[config.mk]
export PLATFORM = sky130hd
export DESIGN_NAME = ifu_fetch
export DESIGN_NICKNAME = d
export VERILOG_FILES = /design/src/rtl/ifu_pkg.sv /design/src/rtl/ifu_timeout_cnt.sv /design/src/rtl/ifu_fetch.sv
export SDC_FILE = /design/constraint.sdc
export NUM_CORES = 1
export LEC_CHECK = 0
export CAP_MARGIN = 10
export CELL_PAD_IN_SITES_DETAIL_PLACEMENT = 1
export CELL_PAD_IN_SITES_GLOBAL_PLACEMENT = 1
export CORE_UTILIZATION = 34
export CTS_BUF_LIST = sky130_fd_sc_hd__clkbuf_8
export CTS_CLUSTER_SIZE = 28
export DETAILED_ROUTE_END_ITERATION = 8
export PLACE_DENSITY_LB_ADDON = 0.1
export SETUP_SLACK_MARGIN = 0.05
export SLEW_MARGIN = 25
export SYNTH_ARGS = -nofsm -noshare
export SYNTH_HDL_FRONTEND = slang
export SYNTH_SLANG_ARGS = --single-unit
[constraint.sdc]
create_clock -name clk_i -period 2.3 [get_ports clk_i]
set_input_delay 0.46 -clock clk_i [delete_from_list [all_inputs] [get_ports clk_i]]
set_output_delay 0.46 -clock clk_i [all_outputs]
set_load 0.02 [all_outputs]
[src/rtl/ifu_pkg.sv]
// Shared definitions for the instruction fetch stage: state encoding, widths
// and the reset PC default.
package ifu_pkg;

   localparam int XLEN = 32;
   localparam int CNT_W = 8;
   localparam logic [XLEN-1:0] RESET_PC_DEFAULT = 32'h8000_0000;

   typedef enum logic [1:0] {
      S_REQ   = 2'd0,
      S_WAIT  = 2'd1,
      S_VALID = 2'd2,
      S_NEXT  = 2'd3
   } fetch_state_e;

   function automatic logic is_misaligned(input logic [XLEN-1:0] addr);
      return addr[1:0] != 2'b00;
   endfunction

endpackage

[src/rtl/ifu_timeout_cnt.sv]
// Response-wait counter for the fetch stage; flags the last cycle a memory
// response may arrive before the fetch is declared faulted.
module ifu_timeout_cnt
   import ifu_pkg::*;
#(
   parameter int TIMEOUT = 16
) (
   input  logic clk_i,
   input  logic rst_ni,
   input  logic clear_i,
   input  logic enable_i,
   output logic expired_o
);

   localparam logic [CNT_W-1:0] LAST = CNT_W'(TIMEOUT - 1);

   logic [CNT_W-1:0] count_q;
   logic [CNT_W-1:0] count_d;

   always_comb begin
      count_d = count_q;
      if (clear_i) begin
         count_d = '0;
      end else if (enable_i) begin
         count_d = count_q + 1'b1;
      end
   end

   always_ff @(posedge clk_i or negedge rst_ni) begin
      if (!rst_ni) begin
         count_q <= '0;
      end else begin
         count_q <= count_d;
      end
   end

   assign expired_o = (count_q == LAST);

endmodule

[src/rtl/ifu_fetch.sv]
// Multi-cycle instruction fetch stage: one memory request per instruction,
// buffered result handed to decode, advanced by the write-back next PC.
module ifu_fetch
   import ifu_pkg::*;
#(
   parameter logic [XLEN-1:0] RESET_PC = RESET_PC_DEFAULT,
   parameter int              TIMEOUT  = 16
) (
   input  logic            clk_i,
   input  logic            rst_ni,
   input  logic            pc_next_valid_i,
   input  logic [XLEN-1:0] pc_next_i,
   output logic            imem_req_valid_o,
   input  logic            imem_req_ready_i,
   output logic [XLEN-1:0] imem_req_addr_o,
   input  logic            imem_rsp_valid_i,
   output logic            imem_rsp_ready_o,
   input  logic [XLEN-1:0] imem_rsp_data_i,
   input  logic            imem_rsp_err_i,
   output logic            inst_valid_o,
   input  logic            inst_ready_i,
   output logic [XLEN-1:0] inst_o,
   output logic [XLEN-1:0] inst_pc_o,
   output logic            fetch_fault_o,
   output logic [XLEN-1:0] pc_o
);

   fetch_state_e    state_q;
   logic [XLEN-1:0] pc_q;
   logic [XLEN-1:0] inst_q;
   logic [XLEN-1:0] instPc_q;
   logic            fault_q;

   logic timeoutHit;
   logic acceptNext;

   // The counter only runs while waiting, so it restarts from zero on every fetch.
   ifu_timeout_cnt #(
      .TIMEOUT (TIMEOUT)
   ) u_timeout_cnt (
      .clk_i     (clk_i),
      .rst_ni    (rst_ni),
      .clear_i   (state_q != S_WAIT),
      .enable_i  ((state_q == S_WAIT) && !imem_rsp_valid_i),
      .expired_o (timeoutHit)
   );

   assign acceptNext = pc_next_valid_i &&
                       (((state_q == S_VALID) && inst_ready_i) || (state_q == S_NEXT));

   always_ff @(posedge clk_i or negedge rst_ni) begin
      if (!rst_ni) begin
         state_q  <= S_REQ;
         pc_q     <= RESET_PC;
         inst_q   <= '0;
         instPc_q <= '0;
         fault_q  <= 1'b0;
      end else begin
         case (state_q)
            S_REQ: begin
               if (imem_req_ready_i) begin
                  state_q <= S_WAIT;
               end
            end
            // A response landing on the timeout cycle still counts as a good fetch.
            S_WAIT: begin
               if (imem_rsp_valid_i) begin
                  inst_q   <= imem_rsp_data_i;
                  instPc_q <= pc_q;
                  fault_q  <= imem_rsp_err_i;
                  state_q  <= S_VALID;
               end else if (timeoutHit) begin
                  inst_q   <= '0;
                  instPc_q <= pc_q;
                  fault_q  <= 1'b1;
                  state_q  <= S_VALID;
               end
            end
            S_VALID, S_NEXT: begin
               if (acceptNext) begin
                  pc_q <= pc_next_i;
                  if (is_misaligned(pc_next_i)) begin
                     inst_q   <= '0;
                     instPc_q <= pc_next_i;
                     fault_q  <= 1'b1;
                     state_q  <= S_VALID;
                  end else begin
                     state_q <= S_REQ;
                  end
               end else if ((state_q == S_VALID) && inst_ready_i) begin
                  state_q <= S_NEXT;
               end
            end
            default: state_q <= S_REQ;
         endcase
      end
   end

   assign imem_req_valid_o = (state_q == S_REQ);
   assign imem_req_addr_o  = pc_q;
   assign imem_rsp_ready_o = (state_q == S_WAIT);
   assign inst_valid_o     = (state_q == S_VALID);
   assign inst_o           = inst_q;
   assign inst_pc_o        = instPc_q;
   assign fetch_fault_o    = fault_q;
   assign pc_o             = pc_q;

endmodule

==> summary.json, run 1 <==
{
  "synth": {
    "synth_seq_cells": 107,
    "synth_adder_area_share_pct": 0.264,
    "largest_family_of_logic_cells_by_synthesized_area": "multiplexers",
    "post_synth_xor_area_fraction_pct": 1.29,
    "synth.area.mux_share_pct": 24.3,
    "synth.cell_area_um2": 4750,
    "number_of_warnings_printed_during_yosys_synthesis": 0,
    "syn_nets": 407,
    "synth_simple_gate_area_share_pct": 2.87,
    "average_size_of_a_mapped_cell_um2": 14.2,
    "synth_compound_area_share_pct": 7.41,
    "synth.yosys.seq_area_share_pct": 56.4,
    "synth.lib_cells_used.distinct": 33,
    "syn-instance-count": 335
  },
  "routing": {
    "total_number_of_vias": 3335,
    "drt-total-wl_um": 12400,
    "total_drc_errors_in_the_routed_layout": 0,
    "wire_per_inst_um": 18.0,
    "firstDrtPassIters": 4,
    "drt_iter0_drc": 83,
    "drtAntennaViolNets": 0,
    "vias_per_cell": 4.83
  },
  "timing": {
    "final-max-slew-violation-count": 0,
    "tightest_slew_ps": 458,
    "max_clk_rate_mhz": 486,
    "post-route-min-period_ps": 2060,
    "unrepaired_setup_endpoints_after_global_routing": "false",
    "final_min_period_over_clock_period_pct": 89.5,
    "finalHoldViolations": 0,
    "final_setup_violation_count": 0,
    "maxSlewHeadroom_pct": 69.5,
    "setup_total_negative_slack_ps": 0,
    "final.setup_skew_ps": 4.17
  },
  "grt": {
    "grt_max_degree": 39,
    "grt_pass1_vias": 3686,
    "groute.usage.overall_pct": 18.1,
    "grt_first_pass_wirelength_um": 20100,
    "antenna_found_initial": 0,
    "grt_overflow": 0
  },
  "worst_setup_path": {
    "crit_required_ps": 2560,
    "worstSetupPathType": "reg2reg",
    "r2r_cells": 6,
    "crit-reg2reg-capture": "inst_pc_o[0]",
    "worst-path-max-fanout": 32,
    "timing.critical_path.arrival_ps": 2320,
    "critPathCaptureType": "flop",
    "worstReg2RegStart": "u_timeout_cnt.count_q[0]",
    "timing.reg2reg.setup_slack_ps": 240,
    "worst_setup_path_start_kind": "flop"
  },
  "placed_design": {
    "postPlaceCellArea_um2": 6810,
    "detailed_placer_s_ending_hpwl_um": 8790,
    "port_buffers": 202,
    "gp_congestion": 0.723
  },
  "floorplanning": {
    "top_level_ports": 203,
    "floorplan.rows": 42,
    "die_area_um2": 14400,
    "die_y_um": 120,
    "die_width_um": 120,
    "core_area_um2": 13500,
    "starting_density_pct": 35.3
  },
  "cells_and_area": {
    "final-seq-area_um2": 2680,
    "antenna_diode_count": 0,
    "fill_cells": 1379,
    "layout_commonest_cell": "clkdlybuf4s50_1",
    "area_growth_pct": 47.0,
    "layout-drive-gt1-share_pct": 25.6,
    "mostFrequentLayoutCells": "clkdlybuf4s50_1 (198), dfrtp_1 (105), mux2_2 (79)",
    "finish.net_count": 584,
    "final_area_um2": 6980,
    "area_of_combinational_cells_with_multiple_inputs_um2": 1720
  },
  "clock_network": {
    "cts-hold-fix-buffers": 0,
    "post_cts_resize_count": 4,
    "clock_sink_count": 107,
    "cts_max_level": 3,
    "cts_tree": "built",
    "cts.reportedPaths.clkPinSlew_ps": 90,
    "max-clock-path-buffers": 2,
    "cts_root_cell": "clkbuf_8",
    "postCtsSetupBuffers": 0,
    "clk_latency_ps": 370,
    "cts_buffers": 9
  },
  "outcome": {
    "status": "finished, final reports clean"
  },
  "worst_hold_path": {
    "hold_path.class": "in2async"
  },
  "power": {
    "ir_drop_mv": 0.651,
    "leak_pwr_nw": 2.99,
    "power_per_cell_area_nw_per_um2": 1570
  },
  "flow_run": {
    "timing.max_cap.violations": 0
  }
}
-- worst max-delay path, cell delays in order, from the launching register on --
cell and delay [ps]:
dfrtp_1 410, ha_1 220, and3_1 190, a211oi_2 230, a211o_2 190, buf_4 330, mux2_2 370
-- cells in the mapped netlist --
library cell / n / share of area, %
dfrtp_1: 106 / 56
o21ai_0: 2 / 0.21
nand2b_1: 2 / 0.26
nor4_2: 1 / 0.26
buf_6: 3 / 0.71
clkbuf_1: 10 / 0.79
nor2_1: 12 / 0.95
dfstp_2: 1 / 0.55
nand4_1: 1 / 0.13
nor3b_1: 1 / 0.16
buf_1: 1 / 0.079
nor4_1: 1 / 0.13
nor3_1: 2 / 0.21
xnor2_1: 5 / 0.92
mux2i_1: 1 / 0.21
a221o_1: 1 / 0.21
a211o_1: 1 / 0.18
a21oi_1: 3 / 0.32
buf_2: 5 / 0.53
and3_1: 1 / 0.13
a22o_1: 32 / 5.9
inv_1: 3 / 0.24
buf_4: 32 / 5.1
mux2_2: 79 / 19
nor2b_1: 2 / 0.26
a211oi_2: 1 / 0.26
nand2_1: 3 / 0.24
xor2_1: 2 / 0.37
o31ai_1: 1 / 0.16
and2_1: 1 / 0.13
ha_1: 1 / 0.26
o211ai_1: 1 / 0.16
mux2_4: 17 / 5.4
-- flip-flops by register name, summed over array words and instances (netlist names) --
signal,count
inst_pc_o,32
imem_req_addr_o,32
state_q,2
u_timeout_cnt.count_q,8
fetch_fault_o,1
inst_o,32
-- where the power goes --
part	internal (mW)	leakage, nW	switching, mW
clock network	0.436	0.0885	0.601
logic	3.52	1.57	3.01
registers	2.78	1.33	0.640
total	6.74	2.99	4.25
-- through the flow --
step           worst slack [ps]  utilization, %  power, mW  hold slack (ps)  instances
4_1_cts                     206            51.9       11.2             20.4        691
6_report                    240            51.9       11.0             27.7        691
3_5_place_dp                115            50.7       10.1              447        677
3_3_place_gp                123            50.7       9.95              441        677
5_1_grt                     124            51.9       11.6             38.3        691
2_1_floorplan               468               -       7.33              164        335
-- worst max path at each step --
| stage | slack (ps) | end | cells past startpoint | from |
|---|---|---|---|---|
| after global placement | 120 | inst_pc_o[0] | 5 | imem_rsp_valid_i |
| after global routing | 120 | inst_pc_o[0] | 6 | u_timeout_cnt.count_q[0] |
| final | 240 | inst_pc_o[0] | 6 | u_timeout_cnt.count_q[0] |
| after floorplan | 470 | inst_pc_o[14] | 7 | u_timeout_cnt.count_q[0] |
| after CTS | 210 | inst_pc_o[0] | 6 | u_timeout_cnt.count_q[0] |
| after detailed placement | 120 | inst_pc_o[0] | 5 | imem_rsp_valid_i |
-- cells by family after synthesis --
kind of cell	after synthesis
buf+inv	54
mux	97
fa+ha+maj	1
compound gates	42
simple gates	27
xor+xnor	7
flops	107
-- metal layers --
layer  share of wire, %  vias to the layer above  global-route usage [%]
li1                   -                     1508                       -
met1                 43                     1678                    22.2
met2                 48                      138                    29.9
met3                8.3                       11                    6.37
met4                1.2                        0                    5.31
met5                  0                        -                       0
-- final cells by class --
cell class | count | area share [%]
flip-flops and latches | 107 | 38.4
repair buffers | 217 | 31.2
multi-input cells | 174 | 24.7
well taps | 176 | 3.15
clock buffers | 11 | 2.17
clock inverters | 3 | 0.233
inverters | 3 | 0.161
No activity file was read; power rests on OpenSTA's default activity.
==> inputs of run 2 (changes only) <==
--- a/config.mk
+++ b/config.mk
@@ -5,10 +5,11 @@
 export SDC_FILE = /design/constraint.sdc
 export NUM_CORES = 1
 export LEC_CHECK = 0
+export ABC_AREA = 1
 export CAP_MARGIN = 10
 export CELL_PAD_IN_SITES_DETAIL_PLACEMENT = 1
 export CELL_PAD_IN_SITES_GLOBAL_PLACEMENT = 1
-export CORE_UTILIZATION = 34
+export CORE_UTILIZATION = 32
 export CTS_BUF_LIST = sky130_fd_sc_hd__clkbuf_8
 export CTS_CLUSTER_SIZE = 28
 export DETAILED_ROUTE_END_ITERATION = 8
==> constraint.sdc (replaced) <==
create_clock -name clk_i -period 2.2 [get_ports clk_i]
set_input_delay 0.44 -clock clk_i [delete_from_list [all_inputs] [get_ports clk_i]]
set_output_delay 0.44 -clock clk_i [all_outputs]
set_load 0.02 [all_outputs]
==> run 2 against run 1 <==
Effect of this change: utilization fell by 5.5 points; clock power increased by 9.6%; register-to-register slack improved by 60 ps; worst setup slack got worse by 94 ps; routed wire length up 33%; sequential power down 3%; via count grew 49%; count of clock-buffer cells in the layout is the same; highest routed layer unchanged.
==> summary.json, run 2 <==
{
  "floorplanning": {
    "floorplan.rows": {"value": 46, "change": "+9.5%"},
    "core_area": {"value": 16000, "unit": "um2", "change": "+19%"},
    "starting_density": {"value": 33.0, "unit": "%", "change": "-2.3 points"},
    "die_area": {"value": 17000, "unit": "um2", "change": "+18%"},
    "top_level_ports": {"value": 203, "change": "unchanged"},
    "die_width": {"value": 130, "unit": "um", "change": "+8.5%"},
    "die_y": {"value": 130, "unit": "um", "change": "+8.5%"}
  },
  "worst_setup_path": {
    "worst_setup_path_start_kind": "flop",
    "worstSetupPathType": "reg2out",
    "worstReg2RegStart": "state_q[1]",
    "timing.critical_path.arrival": {"value": 1610, "unit": "ps", "change": "-710 ps"},
    "critPathCaptureType": "output pin",
    "timing.reg2reg.setup_slack": {"value": 300, "unit": "ps", "change": "+60 ps"},
    "crit-reg2reg-capture": "inst_pc_o[18]",
    "r2r_cells": {"value": 8, "change": "+2"},
    "crit_required": {"value": 1760, "unit": "ps", "change": "-800 ps"},
    "worst-path-max-fanout": {"value": 6, "change": "-81%"}
  },
  "worst_hold_path": {
    "hold_path.class": "reg2reg",
    "holdPathStages": 2,
    "worst_hold_startpoint": "inst_o[0]",
    "end_point_of_the_most_critical_hold_path": "inst_o[0]"
  },
  "routing": {
    "vias_per_cell": {"value": 4.69, "change": "-2.7%"},
    "wire_per_inst": {"value": 15.6, "unit": "um", "change": "-13%"},
    "total_number_of_vias": {"value": 4980, "change": "+49%"},
    "drtAntennaViolNets": {"value": 0, "change": "unchanged"},
    "drt_iter0_drc": {"value": 241, "change": "+190%"},
    "firstDrtPassIters": {"value": 4, "change": "unchanged"},
    "drt-total-wl": {"value": 16600, "unit": "um", "change": "+33%"},
    "total_drc_errors_in_the_routed_layout": {"value": 0, "change": "unchanged"}
  },
  "synth": {
    "syn_nets": {"value": 758, "change": "+86%"},
    "synth.lib_cells_used.distinct": {"value": 22, "change": "-33%"},
    "synth.cells.most_frequent": "nand2_1 (253), dfrtp_1 (106), nand3_1 (70)",
    "average_size_of_a_mapped_cell": {"value": 7.69, "unit": "um2", "change": "-46%"},
    "synth_edf_count": {"value": 0, "change": "unchanged"},
    "synth_area_leaders": "dfrtp_1 (50%), nand2_1 (18%), nand3_1 (6.6%)",
    "number_of_warnings_printed_during_yosys_synthesis": {"value": 0, "change": "unchanged"},
    "synth_seq_cells": {"value": 107, "change": "unchanged"},
    "syn-instance-count": {"value": 686, "change": "+100%"},
    "synth.yosys.seq_area_share": {"value": 50.8, "unit": "%", "change": "-5.6 points"},
    "asyncSetResetFlopFracSynth": {"value": 100, "unit": "%", "change": "unchanged"},
    "synth.most_common_cell": "nand2_1",
    "yosys.area.top_type_share": {"value": 50.3, "unit": "%", "change": "-5.6 points"},
    "netlist.top_cell.by_area": "dfrtp_1",
    "top_ff_cell_synth": "dfrtp_1",
    "synth.cell_area": {"value": 5270, "unit": "um2", "change": "+11%"}
  },
  "cells_and_area": {
    "layout_commonest_cell": "nand2_1",
    "mostFrequentLayoutCells": "nand2_1 (252), clkdlybuf4s50_1 (199), dfrtp_1 (105)",
    "finish.net_count": {"value": 912, "change": "+56%"},
    "layout-drive-gt1-share": {"value": 4.73, "unit": "%", "change": "-21 points"},
    "area_growth_pct": 40.9,
    "final_area": {"value": 7430, "unit": "um2", "change": "+6.4%"},
    "fill_cells": {"value": 1957, "change": "+42%"},
    "antenna_diode_count": {"value": 0, "change": "unchanged"},
    "postLayoutCoreUtil": {"value": 46.4, "unit": "%", "change": "-5.5 points"}
  },
  "timing": {
    "max_clk_rate_mhz": 487,
    "final.setup_skew": {"value": 6.15, "unit": "ps", "change": "+1.99 ps"},
    "tightest_slew": {"value": 580, "unit": "ps", "change": "+122 ps"},
    "maxSlewHeadroom": {"value": 61.4, "unit": "%", "change": "-8.1 points"},
    "setup_total_negative_slack": {"value": 0, "unit": "ps", "change": "unchanged"},
    "post-route-min-period_ps": 2050,
    "unrepaired_setup_endpoints_after_global_routing": "false",
    "setup_slack": {"value": 146, "unit": "ps", "change": "-94.5 ps"},
    "final-max-slew-violation-count": {"value": 0, "change": "unchanged"},
    "final_min_period_over_clock_period_pct": 93.4,
    "finalHoldViolations": {"value": 0, "change": "unchanged"},
    "final_setup_violation_count": {"value": 0, "change": "unchanged"}
  },
  "power": {
    "ir_drop": {"value": 0.502, "unit": "mV", "change": "-23%"},
    "netSwitchingFraction": {"value": 44.0, "unit": "%", "change": "+5.3 points"},
    "p_switching": {"value": 4.31, "unit": "mW", "change": "+1.5%"},
    "pwr-share-seq": {"value": 33.9, "unit": "%", "change": "+2.7 points"},
    "power_frac_clock": {"value": 11.6, "unit": "%", "change": "+2.2 points"},
    "share_comb_of_total_power": {"value": 54.5, "unit": "%", "change": "-4.9 points"},
    "internal_power": {"value": 5.49, "unit": "mW", "change": "-19%"},
    "power_per_cell_area": {"value": 1320, "unit": "nW/um2", "change": "-16%"},
    "leak_pwr": {"value": 3.56, "unit": "nW", "change": "+19%"}
  },
  "grt": {
    "grt_pass1_vias": {"value": 5144, "change": "+40%"},
    "grt_overflow": {"value": 0, "change": "unchanged"},
    "grt_first_pass_wirelength": {"value": 26500, "unit": "um", "change": "+32%"},
    "groute.usage.overall": {"value": 20.3, "unit": "%", "change": "+2.2 points"},
    "antenna_found_initial": {"value": 0, "change": "unchanged"},
    "grt_max_degree": {"value": 66, "change": "+69%"}
  },
  "clock_network": {
    "cts_root_cell": "clkbuf_8",
    "max-clock-path-buffers": {"value": 2, "change": "unchanged"},
    "cts_buffers": {"value": 9, "change": "unchanged"},
    "clk_latency": {"value": 380, "unit": "ps", "change": "about the same"},
    "cts.reportedPaths.clkPinSlew": {"value": 100, "unit": "ps", "change": "about the same"},
    "cts_tree": "built",
    "postCtsSetupBuffers": {"value": 0, "change": "unchanged"},
    "clock_sink_count": {"value": 107, "change": "unchanged"},
    "cts_max_level": {"value": 3, "change": "unchanged"}
  },
  "placed_design": {
    "dpl_worst_slack": {"value": 124, "unit": "ps", "change": "+8.44 ps"},
    "detailed_placer_s_ending_hpwl": {"value": 11900, "unit": "um", "change": "+36%"},
    "postPlaceCellArea": {"value": 7250, "unit": "um2", "change": "+6.4%"},
    "gp_congestion": {"value": 0.759, "change": "+5.1%"},
    "port_buffers": {"value": 202, "change": "unchanged"}
  },
  "flow_run": {
    "timing.max_cap.violations": {"value": 0, "change": "unchanged"}
  },
  "outcome": {
    "status": "finished, final reports clean"
  }
}
## run 2: cell types whose count changed in the layout (fill, tap and decap cells not counted), moves of 2 or more
| cell | change |
|---|---|
| inv_2 | +2 |
| nor2b_1 | -2 |
| a22o_1 | -31 |
| mux2_2 | -79 |
| o21ai_0 | +65 |
| nand2_1 | +249 |
| nand2_2 | +4 |
| nor2_1 | +35 |
| a21oi_1 | +5 |
| inv_1 | +46 |
| xnor2_1 | -5 |
| xor2_1 | -2 |
| mux2_4 | -17 |
| nand3_1 | +70 |
## run 2: power groups by stage
stage	logic, mW	clock network, mW	registers [mW]
global placement	5.30	0	3.32
finish	5.34	1.14	3.32
detailed placement	5.42	0	3.35
floorplan	2.28	0	4.10
CTS	5.43	1.19	3.33
global route	5.79	1.26	3.43
## run 2: what timing repair did
action / 4_1_cts / 5_1_grt
setup endpoints to repair: 2 / 0
hold endpoints to repair: 2 / 0
hold buffers: 1 / 0
gates resized for setup: 3 / 0
## run 2: worst max path at each step
stage | from | end | slack [ps]
floorplan | state_q[1] | inst_valid_o | 740
CTS | state_q[0] | inst_valid_o | 120
global route | state_q[1] | inst_pc_o[18] | 50
finish | state_q[0] | inst_valid_o | 150
detailed placement | pc_next_valid_i | inst_o[20] | 120
global placement | pc_next_valid_i | inst_pc_o[9] | 170
## run 2: layout make-up
cell class / instances / area [um2] / area share (%)
flip-flops and latches: 107 / 2680 / 36.1
repair buffers: 218 / 2180 / 29.3
multi-input cells: 455 / 1950 / 26.2
well taps: 216 / 270 / 3.64
inverters: 49 / 184 / 2.48
clock buffers: 11 / 151 / 2.04
clock inverters: 5 / 21.3 / 0.286
## run 2: metrics by stage
| step | cells | hold WS (ps) | power [mW] |
|---|---|---|---|
| 6_report | 1061 | 477 | 9.80 |
| 3_5_place_dp | 1044 | 433 | 8.78 |
| 2_1_floorplan | 686 | 144 | 6.38 |
| 4_1_cts | 1061 | 482 | 9.95 |
| 5_1_grt | 1061 | 505 | 10.5 |
| 3_3_place_gp | 1044 | 430 | 8.63 |
## run 2: critical path, cell delays in order, from the launching register on
cell,delay [ps]
dfrtp_2,480
nor2_1,130
clkdlybuf4s50_1,630
## run 2: logic make-up (layout without fill, tap and decap cells)
logic type      Yosys count  in the layout  share of synthesized area [%]
flops                   107            107                           50.8
simple gates            376            376                           28.7
compound gates           78             78                           7.62
buf+inv                 124            283                           12.6
fa+ha+maj                 1              1                          0.237
## run 2: routing by layer
layer / routed length, um / track usage, % / vias up
met2: 8070 / 34.3 / 148
li1: - / - / 2410
met4: 203 / 6.63 / 0
met5: 0 / 0 / -
met1: 7450 / 26.5 / 2410
met3: 863 / 3.57 / 12
